File: src/rtl/arb_pkg.sv
// rtl/arb_pkg.sv - shared types, defaults and width helpers for the QoS bus arbiter
package arb_pkg;

   typedef enum logic [0:0] {
      IDLE = 1'b0,
      BUSY = 1'b1
   } arb_state_e;

   localparam int DEF_NUM_PORTS = 4;
   localparam int DEF_AGE_LIMIT = 8;
   localparam int DEF_MAX_HOLD  = 16;

   function automatic int id_w(input int n);
      return (n > 1) ? $clog2(n) : 1;
   endfunction

   // Width of a counter that must hold every value 0..limit inclusive.
   function automatic int cnt_w(input int limit);
      return (limit > 1) ? $clog2(limit + 1) : 1;
   endfunction

endpackage

File: src/rtl/qos_rr_pick.sv
// rtl/qos_rr_pick.sv - combinational round-robin picker, scans upward from ptr with wrap
module qos_rr_pick #(
   parameter int N    = 4,
   parameter int ID_W = 2
) (
   input  logic [N-1:0]    req,
   input  logic [ID_W-1:0] ptr,
   output logic [N-1:0]    pick,
   output logic [ID_W-1:0] index,
   output logic            any
);

   logic            found;
   logic [ID_W-1:0] j;

   always_comb begin
      pick  = '0;
      index = '0;
      found = 1'b0;
      j     = '0;
      for (int i = 0; i < N; i++) begin
         j = ID_W'((int'(ptr) + i) % N);
         if (!found && req[j]) begin
            found   = 1'b1;
            pick[j] = 1'b1;
            index   = j;
         end
      end
   end

   assign any = |req;

endmodule

File: src/rtl/qos_bus_arbiter.sv
// rtl/qos_bus_arbiter.sv - two-class round-robin bus arbiter with LP aging and hold handshake
// Optional forced release after MAX_HOLD cycles: define ARB_HOLD_TIMEOUT_EN.
module qos_bus_arbiter
   import arb_pkg::*;
#(
   parameter int NUM_PORTS = DEF_NUM_PORTS,
   parameter int AGE_LIMIT = DEF_AGE_LIMIT,
   parameter int MAX_HOLD  = DEF_MAX_HOLD
) (
   input  logic                         clk,
   input  logic                         rst_n,
   input  logic [NUM_PORTS-1:0]         hp_req,
   input  logic [NUM_PORTS-1:0]         lp_req,
   input  logic [NUM_PORTS-1:0]         done,
   output logic [NUM_PORTS-1:0]         grant,
   output logic                         grant_valid,
   output logic [id_w(NUM_PORTS)-1:0]   grant_id,
   output logic                         grant_hp,
   output logic                         timeout_pulse
);

   localparam int ID_W  = id_w(NUM_PORTS);
   localparam int AGE_W = cnt_w(AGE_LIMIT);

   if (NUM_PORTS < 2 || AGE_LIMIT < 1 || MAX_HOLD < 2) begin : g_param_check
      $error("qos_bus_arbiter: illegal parameter set");
   end

   arb_state_e           state_q, state_d;
   logic [NUM_PORTS-1:0] grant_q, grant_d;
   logic [ID_W-1:0]      id_q, id_d;
   logic                 hp_q, hp_d;
   logic [ID_W-1:0]      hp_ptr_q, hp_ptr_d;
   logic [ID_W-1:0]      lp_ptr_q, lp_ptr_d;
   logic [AGE_W-1:0]     age_q, age_d;

   logic [NUM_PORTS-1:0] hp_set, lp_set, hp_pick, lp_pick;
   logic [ID_W-1:0]      hp_idx, lp_idx;
   logic                 hp_any, lp_any, lp_win, age_full;

   // A port raising both classes is treated as high priority only.
   assign hp_set   = hp_req;
   assign lp_set   = lp_req & ~hp_req;
   assign age_full = (age_q == AGE_W'(AGE_LIMIT));
   assign lp_win   = lp_any && (!hp_any || age_full);

   qos_rr_pick #(.N(NUM_PORTS), .ID_W(ID_W)) u_hp_pick (
      .req   (hp_set),
      .ptr   (hp_ptr_q),
      .pick  (hp_pick),
      .index (hp_idx),
      .any   (hp_any)
   );

   qos_rr_pick #(.N(NUM_PORTS), .ID_W(ID_W)) u_lp_pick (
      .req   (lp_set),
      .ptr   (lp_ptr_q),
      .pick  (lp_pick),
      .index (lp_idx),
      .any   (lp_any)
   );

`ifdef ARB_HOLD_TIMEOUT_EN
   localparam int HOLD_W = cnt_w(MAX_HOLD - 1);
   logic [HOLD_W-1:0] hold_q, hold_d;
   logic              pulse_q, pulse_d;
`endif

   always_comb begin
      state_d  = state_q;
      grant_d  = grant_q;
      id_d     = id_q;
      hp_d     = hp_q;
      hp_ptr_d = hp_ptr_q;
      lp_ptr_d = lp_ptr_q;
      age_d    = age_q;
`ifdef ARB_HOLD_TIMEOUT_EN
      hold_d   = hold_q;
      pulse_d  = 1'b0;
`endif
      case (state_q)
         IDLE: begin
            if (hp_any || lp_any) begin
               state_d = BUSY;
`ifdef ARB_HOLD_TIMEOUT_EN
               hold_d  = '0;
`endif
               if (lp_win) begin
                  grant_d  = lp_pick;
                  id_d     = lp_idx;
                  hp_d     = 1'b0;
                  lp_ptr_d = ID_W'((int'(lp_idx) + 1) % NUM_PORTS);
                  age_d    = '0;
               end else begin
                  grant_d  = hp_pick;
                  id_d     = hp_idx;
                  hp_d     = 1'b1;
                  hp_ptr_d = ID_W'((int'(hp_idx) + 1) % NUM_PORTS);
                  // Age only while LP is actually being passed over.
                  if (!lp_any)
                     age_d = '0;
                  else if (!age_full)
                     age_d = age_q + AGE_W'(1);
               end
            end
         end
         BUSY: begin
            if (done[id_q]) begin
               state_d = IDLE;
               grant_d = '0;
               id_d    = '0;
               hp_d    = 1'b0;
            end
`ifdef ARB_HOLD_TIMEOUT_EN
            else if (hold_q == HOLD_W'(MAX_HOLD - 1)) begin
               state_d = IDLE;
               grant_d = '0;
               id_d    = '0;
               hp_d    = 1'b0;
               pulse_d = 1'b1;
            end else begin
               hold_d = hold_q + HOLD_W'(1);
            end
`endif
         end
         default: begin
            state_d = IDLE;
            grant_d = '0;
            id_d    = '0;
            hp_d    = 1'b0;
         end
      endcase
   end

   always_ff @(posedge clk) begin
      if (!rst_n) begin
         state_q     <= IDLE;
         grant_q     <= '0;
         id_q        <= '0;
         hp_q        <= 1'b0;
         hp_ptr_q    <= '0;
         lp_ptr_q    <= '0;
         age_q       <= '0;
         grant_valid <= 1'b0;
`ifdef ARB_HOLD_TIMEOUT_EN
         hold_q      <= '0;
         pulse_q     <= 1'b0;
`endif
      end else begin
         state_q     <= state_d;
         grant_q     <= grant_d;
         id_q        <= id_d;
         hp_q        <= hp_d;
         hp_ptr_q    <= hp_ptr_d;
         lp_ptr_q    <= lp_ptr_d;
         age_q       <= age_d;
         grant_valid <= |grant_d;
`ifdef ARB_HOLD_TIMEOUT_EN
         hold_q      <= hold_d;
         pulse_q     <= pulse_d;
`endif
      end
   end

   assign grant    = grant_q;
   assign grant_id = id_q;
   assign grant_hp = hp_q;

`ifdef ARB_HOLD_TIMEOUT_EN
   assign timeout_pulse = pulse_q;
`else
   assign timeout_pulse = 1'b0;
`endif

endmodule

File: config.mk
export PLATFORM = sky130hd
export DESIGN_NAME = qos_bus_arbiter
export DESIGN_NICKNAME = d
export VERILOG_FILES = /design/src/rtl/arb_pkg.sv /design/src/rtl/qos_rr_pick.sv /design/src/rtl/qos_bus_arbiter.sv
export SDC_FILE = /design/constraint.sdc
export NUM_CORES = 1
export LEC_CHECK = 0
export BUFFER_PORTS_ARGS = -buffer_cell sky130_fd_sc_hd__buf_4
export CAP_MARGIN = 10
export CORE_MARGIN = 1
export CORE_UTILIZATION = 55
export CTS_CLUSTER_DIAMETER = 200
export DETAILED_ROUTE_END_ITERATION = 6
export HOLD_SLACK_MARGIN = 0.02
export PLACE_DENSITY = 0.8
export SLEW_MARGIN = 5
export SYNTH_ARGS = -nofsm -noshare
export SYNTH_HDL_FRONTEND = slang
export SYNTH_SLANG_ARGS = --single-unit
File: constraint.sdc
create_clock -name clk -period 4.03 [get_ports clk]
set_clock_uncertainty 0.15 [all_clocks]
set_input_delay 0.806 -clock clk [delete_from_list [all_inputs] [get_ports clk]]
set_output_delay 0.806 -clock clk [all_outputs]
set_load 0.03 [all_outputs]
Yosys cells after proc, flatten, opt, wreduce, memory -nomap -nowiden

Cells that the tools add are included.

Bits of input ports: 14
Register bits after elaboration: 17

Magnitude comparators: 17
Muxes and demuxes: 74
Bitwise gates (word level): 10
$add $sub $neg: 9
Eq/ne operators: 4
Reductions and logical operators: 31

Operators with widths:

| kind                                                                    | count |
|---|---|
| 4-bit two-way mux                                                       | 14 |
| 1-bit two-way mux                                                       | 28 |
| 2-bit by 3-bit < comparator with 1-bit output, second input constant    | 9 |
| 4-bit OR                                                                | 6 |
| 2-bit two-way mux                                                       | 11 |
| 1-bit binary-select mux with 2-bit select                               | 9 |
| 1-bit demux with 2-bit select                                           | 8 |
| 2-bit by 1-bit >= comparator with 1-bit output, second input constant   | 8 |
| 1-bit logical AND                                                       | 15 |
| 4-bit OR reduction                                                      | 3 |
| 3-bit AND reduction                                                     | 3 |
| 2-bit by 1-bit adder with 2-bit output, second input constant           | 4 |
| 2-bit adder, second input constant                                      | 4 |
| 4-bit one-hot mux with 2 select lines                                   | 1 |
| 1-bit logical NOT                                                       | 7 |
| 4-bit by 1-bit adder with 4-bit output, second input constant           | 1 |
| 4-bit bitwise AND                                                       | 1 |
| 4-bit equality test, second input constant                              | 1 |
| 4-bit NOT                                                               | 1 |
| 1-bit one-hot mux with 2 select lines                                   | 2 |
| 2-bit one-hot mux with 2 select lines                                   | 1 |
| 3-bit inequality test, second input constant                            | 1 |
| 1-bit logical OR                                                        | 2 |
| 2-bit by 1-bit inequality test with 1-bit output, second input constant | 1 |
| other kinds (3)                                                         | 4 |

Longest topological paths before layout

Gate-level depths: netlist of run 1.

Depth after elaboration: 18
Depth in mapped cells: 10

Modules after synthesis

A second synthesis of run 1 with hierarchy kept.

Cells, all modules: 188
Area, all modules: 1710.4 um^2

By module, submodules not included:

| module                  | times used | area each (um^2) | seq. area each (um^2) | cells each |
|---|---|---|---|---|
| qos_bus_arbiter         | 1          | 837.1            | 340.3                 | 90 |
| qos_rr_pick (u_hp_pick) | 1          | 446.7            | 0.0                   | 51 |
| qos_rr_pick (u_lp_pick) | 1          | 426.7            | 0.0                   | 47 |

Worst setup path after synthesis of run 1

Ideal clock, no wire load.

Kind: register to register
Start point: register hp_ptr_q[0]
End point: register grant_valid
Path slack: 0.937 ns
Buffers on the path: 1
Data arrival time: 2.809 ns
Cell stages (with the launch flop): 10
Cells stage by stage: dfxtp_1 -> inv_1 -> ha_1 -> buf_2 -> mux4_1 -> nor2b_1 -> a221o_1 -> a32oi_1 -> a21oi_1 -> or4_1

Word-level cells in the longest chain between the ends: 16

Ends and longest elaborated chain:

| item                                                                                   | line                   | RTL |
|---|---|---|
| start: declaration                                                                     | qos_bus_arbiter.sv:33  | `logic [ID_W-1:0] hp_ptr_q, hp_ptr_d;` |
| start signal: assignment                                                               | qos_bus_arbiter.sv:154 | `hp_ptr_q <= hp_ptr_d;` |
| branches (longest 11 deep; another with 2-bit by 3-bit < comparator with 1-bit output) | --                     |  |
| 4-bit two-way mux *                                                                    | qos_rr_pick.sv:23      | `if (!found && req[j]) begin` |
| 4-bit two-way mux *                                                                    | qos_bus_arbiter.sv:88  | `if (lp_win) begin` |
| 4-bit two-way mux *                                                                    | qos_bus_arbiter.sv:83  | `if (hp_any \|\| lp_any) begin` |
| 4-bit one-hot mux with 2 select lines *                                                | qos_bus_arbiter.sv:81  | `case (state_q)` |
| 4-bit OR reduction *                                                                   | qos_bus_arbiter.sv:157 | `grant_valid <= \|grant_d;` |
| end signal: assignment                                                                 | qos_bus_arbiter.sv:157 |  |
| end: declaration                                                                       | qos_bus_arbiter.sv:16  | `output logic grant_valid,` |

Mark *: on every way between the ends. The select of a mux whose other input is x is not followed.
A chain may end at the register's enable or synchronous reset.

Final worst setup path of run 1

Start point: register lp_ptr_q[0]
End point: register grant_valid

Word-level cells in the longest chain between the ends: 16

Ends and longest elaborated chain:

| item                                                                                   | line                   | RTL |
|---|---|---|
| start: declaration                                                                     | qos_bus_arbiter.sv:34  | `logic [ID_W-1:0] lp_ptr_q, lp_ptr_d;` |
| start signal: assignment                                                               | qos_bus_arbiter.sv:155 | `lp_ptr_q <= lp_ptr_d;` |
| branches (longest 11 deep; another with 2-bit by 3-bit < comparator with 1-bit output) | --                     |  |
| 4-bit two-way mux *                                                                    | qos_rr_pick.sv:23      |  |
| 4-bit two-way mux *                                                                    | qos_bus_arbiter.sv:88  |  |
| 4-bit two-way mux *                                                                    | qos_bus_arbiter.sv:83  |  |
| 4-bit one-hot mux with 2 select lines *                                                | qos_bus_arbiter.sv:81  |  |
| 4-bit OR reduction *                                                                   | qos_bus_arbiter.sv:157 |  |

Marked as above.

==> results of run 1 <==
## Yosys cell counts (all sizes together) (2+ instances only)
| cell | count |
|---|---|
| a21oi | 18 |
| a221o | 4 |
| a221oi | 6 |
| a31oi | 5 |
| a32o | 4 |
| a32oi | 5 |
| and3 | 3 |
| buf | 7 |
| clkbuf | 5 |
| dfxtp | 17 |
| ha | 17 |
| inv | 10 |
| mux2 | 3 |
| mux2i | 3 |
| mux4 | 6 |
| nand2 | 15 |
| nand2b | 5 |
| nand3 | 6 |
| nand3b | 2 |
| nand4 | 4 |
| nand4b | 2 |
| nor2 | 15 |
| nor2b | 6 |
| nor3 | 7 |
| nor3b | 3 |
| nor4 | 4 |
| o21a | 2 |
| o21ai | 7 |
| o311ai | 2 |
| o31ai | 2 |
| or3 | 2 |
| xor2 | 2 |
## sequential cells by signal, indices dropped and copies added (netlist names)
| name | count |
|---|---|
| age_q | 4 |
| grant | 4 |
| grant_hp | 1 |
| grant_id | 2 |
| grant_valid | 1 |
| hp_ptr_q | 2 |
| lp_ptr_q | 2 |
| state_q | 1 |
## cells in the final DEF (no fill, tap or decap), types with 5 or more instances in the layout
cell type,count
buf_4,22
a21oi_1,17
ha_1,17
dfxtp_1,17
nand2_1,15
nor2_1,14
inv_1,8
nor3_1,7
o21ai_0,7
nand3_1,6
a221oi_1,6
nor2b_1,5
a31oi_1,5
nand2b_1,5
a32oi_1,5
## cells by family (layout without fill, tap and decap cells)
kind of cell	after synthesis	in the layout
AO/OA/AOI/OAI	68	68
XOR/XNOR	2	2
adder cells (fa/ha/maj)	17	17
buffers and inverters	23	37
flip-flops	17	17
multiplexers	12	12
other	1	1
AND/OR/NAND/NOR	78	78
## critical path: stages, from the launching register on
cell and delay (ps):
dfxtp_1 740, inv_2 220, ha_1 540, mux4_2 430, nand3_1 140, nand4_1 110
a221oi_1 300, a21oi_1 100, or4_1 530
## stage by stage
stage / std cells / total power [W]
after global routing: 276 / 0.0008508
after floorplan: 218 / 0.0005727
after CTS: 276 / 0.0007866
after detailed placement: 272 / 0.0006938
after global placement: 272 / 0.0006892
final: 276 / 0.0007900
## area by class of cell
type | instances | area [um2] | share of cell area
Tap cell | 44 | 55.05 | 0.02733
Timing Repair Buffer | 22 | 165.2 | 0.08199
Clock buffer | 4 | 26.28 | 0.01304
Multi-Input combinational cell | 178 | 1386 | 0.6882
Inverter | 11 | 41.29 | 0.02050
Sequential cell | 17 | 340.3 | 0.1689
## worst paths after layout
kind                             startpoint          end  cells after the start
worst min register to register     age_q[2]     age_q[2]                      2
worst max register to register  lp_ptr_q[0]  grant_valid                      8
worst max-delay path            lp_ptr_q[0]  grant_valid                      8
worst min-delay path               age_q[2]     age_q[2]                      2
## power groups by stage
| stage | Combinational (W) | Clock (W) | Sequential [W] |
|---|---|---|---|
| 3_3_place_gp | 0.000451 | 0 | 0.000238 |
| 6_report | 0.000460 | 0.0000932 | 0.000236 |
| 5_1_grt | 0.000506 | 0.000104 | 0.000241 |
| 4_1_cts | 0.000455 | 0.0000960 | 0.000236 |
| 2_1_floorplan | 0.000297 | 0 | 0.000275 |
| 3_5_place_dp | 0.000454 | 0 | 0.000240 |
## per-layer routing
layer  up-vias  wire length [um]  global-route usage
li1        879                 -                   -
met1       825              2027              0.3630
met2        83              2005              0.4366
met3         8               268             0.03712
met4         0                62             0.09967
met5         -                 0                   0
==> metrics.yaml, run 1 <==
clockBufferDepth: 2
cts-root-buf: "clkbuf_4"
synth.area.top_cells: "dfxtp_1, ha_1, mux4_2"
synth-simple-area-share: 0.2483
start_util: 0.5879
clk_pin_slew_ps: 100
wl_per_cell_um: 15.81
synth_area_um2: 1824
p_sw_w: 0.0003556
syn_area_per_cell_um2: 8.368
cts_resized: 0
dpl_cell_area_um2: 1988
setup_viol: 0
core_um2: 3103
cts.sinks: 17
first_pass_iters: 5
ys_ff_latch: 17
internal_power_w: 0.0004344
viasPerCell: 6.504
grt_max_degree: 18
synth-compound-area-share: 0.2702
syn-instance-count: 218
slew_viol_final: 0
power_density_nw_per_um2: 392.2
seqPwrFrac: 0.299
route.detailed.drc: 0
fin_crit_sh: 0.8422
crit_path_end_kind: "flip-flop"
hold_violations: 0
drtIter0Drc: 106
vias: 1795
cts_setup_buffers: 0
design_area_um2: 2014
ios: 23
yosysSeqAreaShare: 0.1866
arrival_ps: 3420
grt_usage: 0.2695
synthXorXnorAreaFrac: 0.009602
setup_tns_ps: 0
synthAdderAreaFrac: 0.1166
worst_slack_ps: 636.1
cts_buffers: 3
grt_first_pass_wirelength_mm: 7.307
irDropWorstVdd_mv: 0.2411
worstSkewPairLatency_ps: 300
synthFlopType: "dfxtp_1"
drive_above_1_share: 0.1724
leakagePower_nw: 0.7904
n_antenna_cell: 0
post-place-ws_ps: 563.9
final_util: 0.6492
grt_pass1_vias: 1597
synth_warnings: 0
drt-total-wl_mm: 4.364
cp-start-kind: "flip-flop"
crit_type: "reg2reg"
relSlewSlack: 0.5464
die_h_um: 59.59
num_rows: 20
worstPathRequired_ps: 4050
port_buffers: 21
synth_mux_area_frac: 0.1132
ant_nets: 0
synth_top_area_share: 0.1866
switching_share: 0.4501
syn_nets: 249
ys_types: 58
crit_fanout: 17
fin_nets: 264
r2r_setup_slack_ps: 640
timing.fmax_ghz: 0.2946
n_fill_cell: 283
power_frac_clock: 0.118
pwr-share-comb: 0.583
globalplace.congestion: 0.9405
synth_top_family_by_area: "compound AO/OA/AOI/OAI gates"
cts_max_level: 1
die_w_um: 59.59
die-area_um2: 3551
synth-edff-count: 0
overflow: 0
tightest_slew_ps: 671.9
synthToLayoutAreaGrowth_pct: 10.43
postCtsHoldBufs: 0
cap_violations: 0
antenna_found_initial: 0
dp_hpwl_mm: 3.319
rsz0062_at_grt: "false"
async_flop_share: 0
holdCritPathClass: "reg2reg"
synth_area_leader_cell: "dfxtp_1"
outcome: "complete, no violations"
whs_ps: 354.1
period_minus_slack_ps: 3394
tritoncts: "built"
Note: power is estimated with default switching activity, not from simulation.
==> run 2, diff against run 1 <==
--- a/config.mk
+++ b/config.mk
@@ -5,14 +5,15 @@
 export SDC_FILE = /design/constraint.sdc
 export NUM_CORES = 1
 export LEC_CHECK = 0
+export ABC_AREA = 1
 export BUFFER_PORTS_ARGS = -buffer_cell sky130_fd_sc_hd__buf_4
 export CAP_MARGIN = 10
 export CORE_MARGIN = 1
-export CORE_UTILIZATION = 55
+export CORE_UTILIZATION = 53
 export CTS_CLUSTER_DIAMETER = 200
 export DETAILED_ROUTE_END_ITERATION = 6
 export HOLD_SLACK_MARGIN = 0.02
-export PLACE_DENSITY = 0.8
+export PLACE_DENSITY = 0.81
 export SLEW_MARGIN = 5
 export SYNTH_ARGS = -nofsm -noshare
 export SYNTH_HDL_FRONTEND = slang
==> constraint.sdc (replaced) <==
create_clock -name clk -period 2.8 [get_ports clk]
set_clock_uncertainty 0.15 [all_clocks]
set_input_delay 0.56 -clock clk [delete_from_list [all_inputs] [get_ports clk]]
set_output_delay 0.56 -clock clk [all_outputs]
set_load 0.03 [all_outputs]
==> metrics.yaml, run 2 <==
drtIter0Drc: 140  # +32%
synthToLayoutAreaGrowth_pct: 14.11
dp_hpwl_mm: 3.383  # +1.9%
cts_max_level: 1  # unchanged
hold_violations: 0  # unchanged
tritoncts: "built"
syn-instance-count: 289  # +33%
setup_tns_ps: 0  # unchanged
crit_type: "reg2reg"
n_antenna_cell: 0  # unchanged
crit_family: "simple AND/OR/NAND/NOR gates"
min_path_cells: 2  # unchanged
num_rows: 20  # unchanged
synthFlopType: "dfxtp_1"
grt_max_degree: 13  # -5
drive_above_1_share: 0.1778  # +0.005364
clockBufferDepth: 2  # unchanged
worst_slack_ps: 213.5  # -422.6 ps
worstPathCellList: "inv_1, ha_1, inv_1, nand3_1, nand2_1, nor2_2, nor2_1, o22ai_1, o21ai_2, a21oi_1, nand2_1, nand2_1, inv_1"
ys_ff_latch: 17  # unchanged
core_um2: 3103  # unchanged
port_buffers: 21  # unchanged
crit_fanout: 8  # -9
dp_cells: 355  # +31%
syn_area_per_cell_um2: 6.135  # -27%
synth_area_leader_cell: "nand2_1"
layout.cells.non_filler: 359  # +30%
yosysMostFrequentCell: "nand2_1"
synth_warnings: 0  # unchanged
die-area_um2: 3580  # +0.82%
rsz0062_at_grt: "false"
first_pass_iters: 5  # unchanged
arrival_ps: 2640  # -780 ps
worst-path-buf-inv: 3  # +2
clk_pin_slew_ps: 100  # about the same
r2r_cells: 13  # +5
fin_crit_sh: 0.9238  # +0.08159
outcome: "complete, no violations"
synth_area_um2: 1773  # -2.8%
synth-edff-count: 0  # unchanged
post-place-ws_ps: 277.9  # -286.0 ps
cts.sinks: 17  # unchanged
period_minus_slack_ps: 2587  # -807.4 ps
whs_ps: 322.6  # -31.53 ps
drt-total-wl_mm: 4.212  # -3.5%
slew_viol_final: 0  # unchanged
async_flop_share: 0  # unchanged
overflow: 0  # unchanged
wl_per_cell_um: 11.73  # -26%
grt_pass1_vias: 1672  # +4.7%
ios: 23  # unchanged
ys_types: 32  # -45%
power_w: 0.001451  # +84%
viasPerCell: 5.334  # -18%
multi_input_area_um2: 1287  # -7.1%
worstSkewPairLatency_ps: 290  # about the same
worstPathRequired_ps: 2850  # -1200 ps
start_util: 0.5714  # -0.01653
cp-start-kind: "flip-flop"
power_density_nw_per_um2: 716.9  # +83%
vias: 1915  # +6.7%
path_depth: 13  # +5
grt_usage: 0.2603  # -0.009197
leakagePower_nw: 1.013  # +28%
irDropWorstVdd_mv: 0.4799  # +99%
yosysSeqAreaShare: 0.1920  # +0.005398
grt_first_pass_wirelength_mm: 7.203  # -1.4%
cts_buffers: 3  # unchanged
holdCritPathClass: "reg2reg"
setup_viol: 0  # unchanged
cap_violations: 0  # unchanged
globalplace.congestion: 0.9739  # +3.6%
syn_nets: 320  # +29%
antenna_found_initial: 0  # unchanged
cts_resized: 0  # unchanged
route.detailed.drc: 0  # unchanged
seqCellArea_um2: 340.3  # unchanged
timing.fmax_ghz: 0.3866  # +31%
ant_nets: 0  # unchanged
synth.area.top_cells: "nand2_1, dfxtp_1, nand3_1"
die_w_um: 59.84  # +0.41%
cts_setup_buffers: 0  # unchanged
cts-root-buf: "clkbuf_4"
synth_common_cells: "nand2_1, nand3_1, a21oi_1, inv_1, nor2_1"
crit_path_end_kind: "flip-flop"
mostFrequentLayoutCell: "nand2_1"
layout_common_cells: "nand2_1, nand3_1, buf_4, inv_1, a21oi_1"
slowest_delay_ps: 480  # -260 ps
fin_nets: 347  # +31%
n_fill_cell: 319  # +13%
synth_top_area_share: 0.1948  # +0.008221
cpMaxStageDelayCell: "dfxtp_1"
postCtsHoldBufs: 0  # unchanged
die_h_um: 59.84  # +0.41%
[run 2: changes by cell type after synthesis, sizes merged, moves of 6 or more]
cell,change
a221oi,-6
inv,+20
mux4,-6
nand2,+81
nand3,+47
nor2,+9
nor2b,-6
[run 2: cell type report]
| class | count | area share |
|---|---|---|
| clock buffers | 4 | 0.01299 |
| repair buffers | 25 | 0.09276 |
| multi-input cells | 236 | 0.6364 |
| well taps | 44 | 0.02721 |
| flip-flops and latches | 17 | 0.1682 |
| inverters | 33 | 0.06246 |
[run 2: power by group]
part | total, W | internal (W) | leakage [nW] | switching [W]
combinational | 0.000969 | 0.000326 | 0.859 | 0.000643
clock | 0.000131 | 0.0000553 | 0.0150 | 0.0000754
sequential | 0.000351 | 0.000302 | 0.140 | 0.0000488
total | 0.00145 | 0.000683 | 1.01 | 0.000768
[run 2: cell families (layout without fill, tap and decap cells)]
logic type	count (synthesis)	after routing	synth area share
and+or+nand+nor	180	180	0.4799
AOI/OAI and AO/OA	37	37	0.1186
buffers and inverters	36	62	0.08186
adders and majority gates	17	17	0.1200
DFF	17	17	0.1920
other	1	1	0.002115
muxes	1	1	0.005646
[run 2: final timing paths]
kind              slack (ps)     endpoint   startpoint
hold / removal           320     grant_hp     grant_hp
setup reg to reg         210  grant_id[0]  hp_ptr_q[1]
hold reg to reg          320     grant_hp     grant_hp
setup / recovery         210  grant_id[0]  hp_ptr_q[1]
[run 2: layer usage]
layer | GRT usage | wire, um | vias up
met5 | 0 | 0 | -
met4 | 0.009967 | 0 | 0
met3 | 0.04545 | 205 | 0
met2 | 0.4444 | 2040 | 64
met1 | 0.3587 | 1966 | 845
li1 | - | - | 1006
[run 2: worst reg2reg max path, stage by stage (launching register included)]
cell and delay [ps]:
dfxtp_1 480, inv_1 210, ha_1 410, inv_1 80
nand3_1 80, nand2_1 120, nor2_2 260, nor2_1 70
o22ai_1 170, o21ai_2 120, a21oi_1 180, nand2_1 80
nand2_1 60, inv_1 30
[run 2: per-stage QoR]
stage	area, um2	util
4_1_cts	2023	0.6520
3_5_place_dp	1997	0.6435
2_1_floorplan	1773	-
3_3_place_gp	1997	0.6435
6_report	2023	0.6520
5_1_grt	2023	0.6520
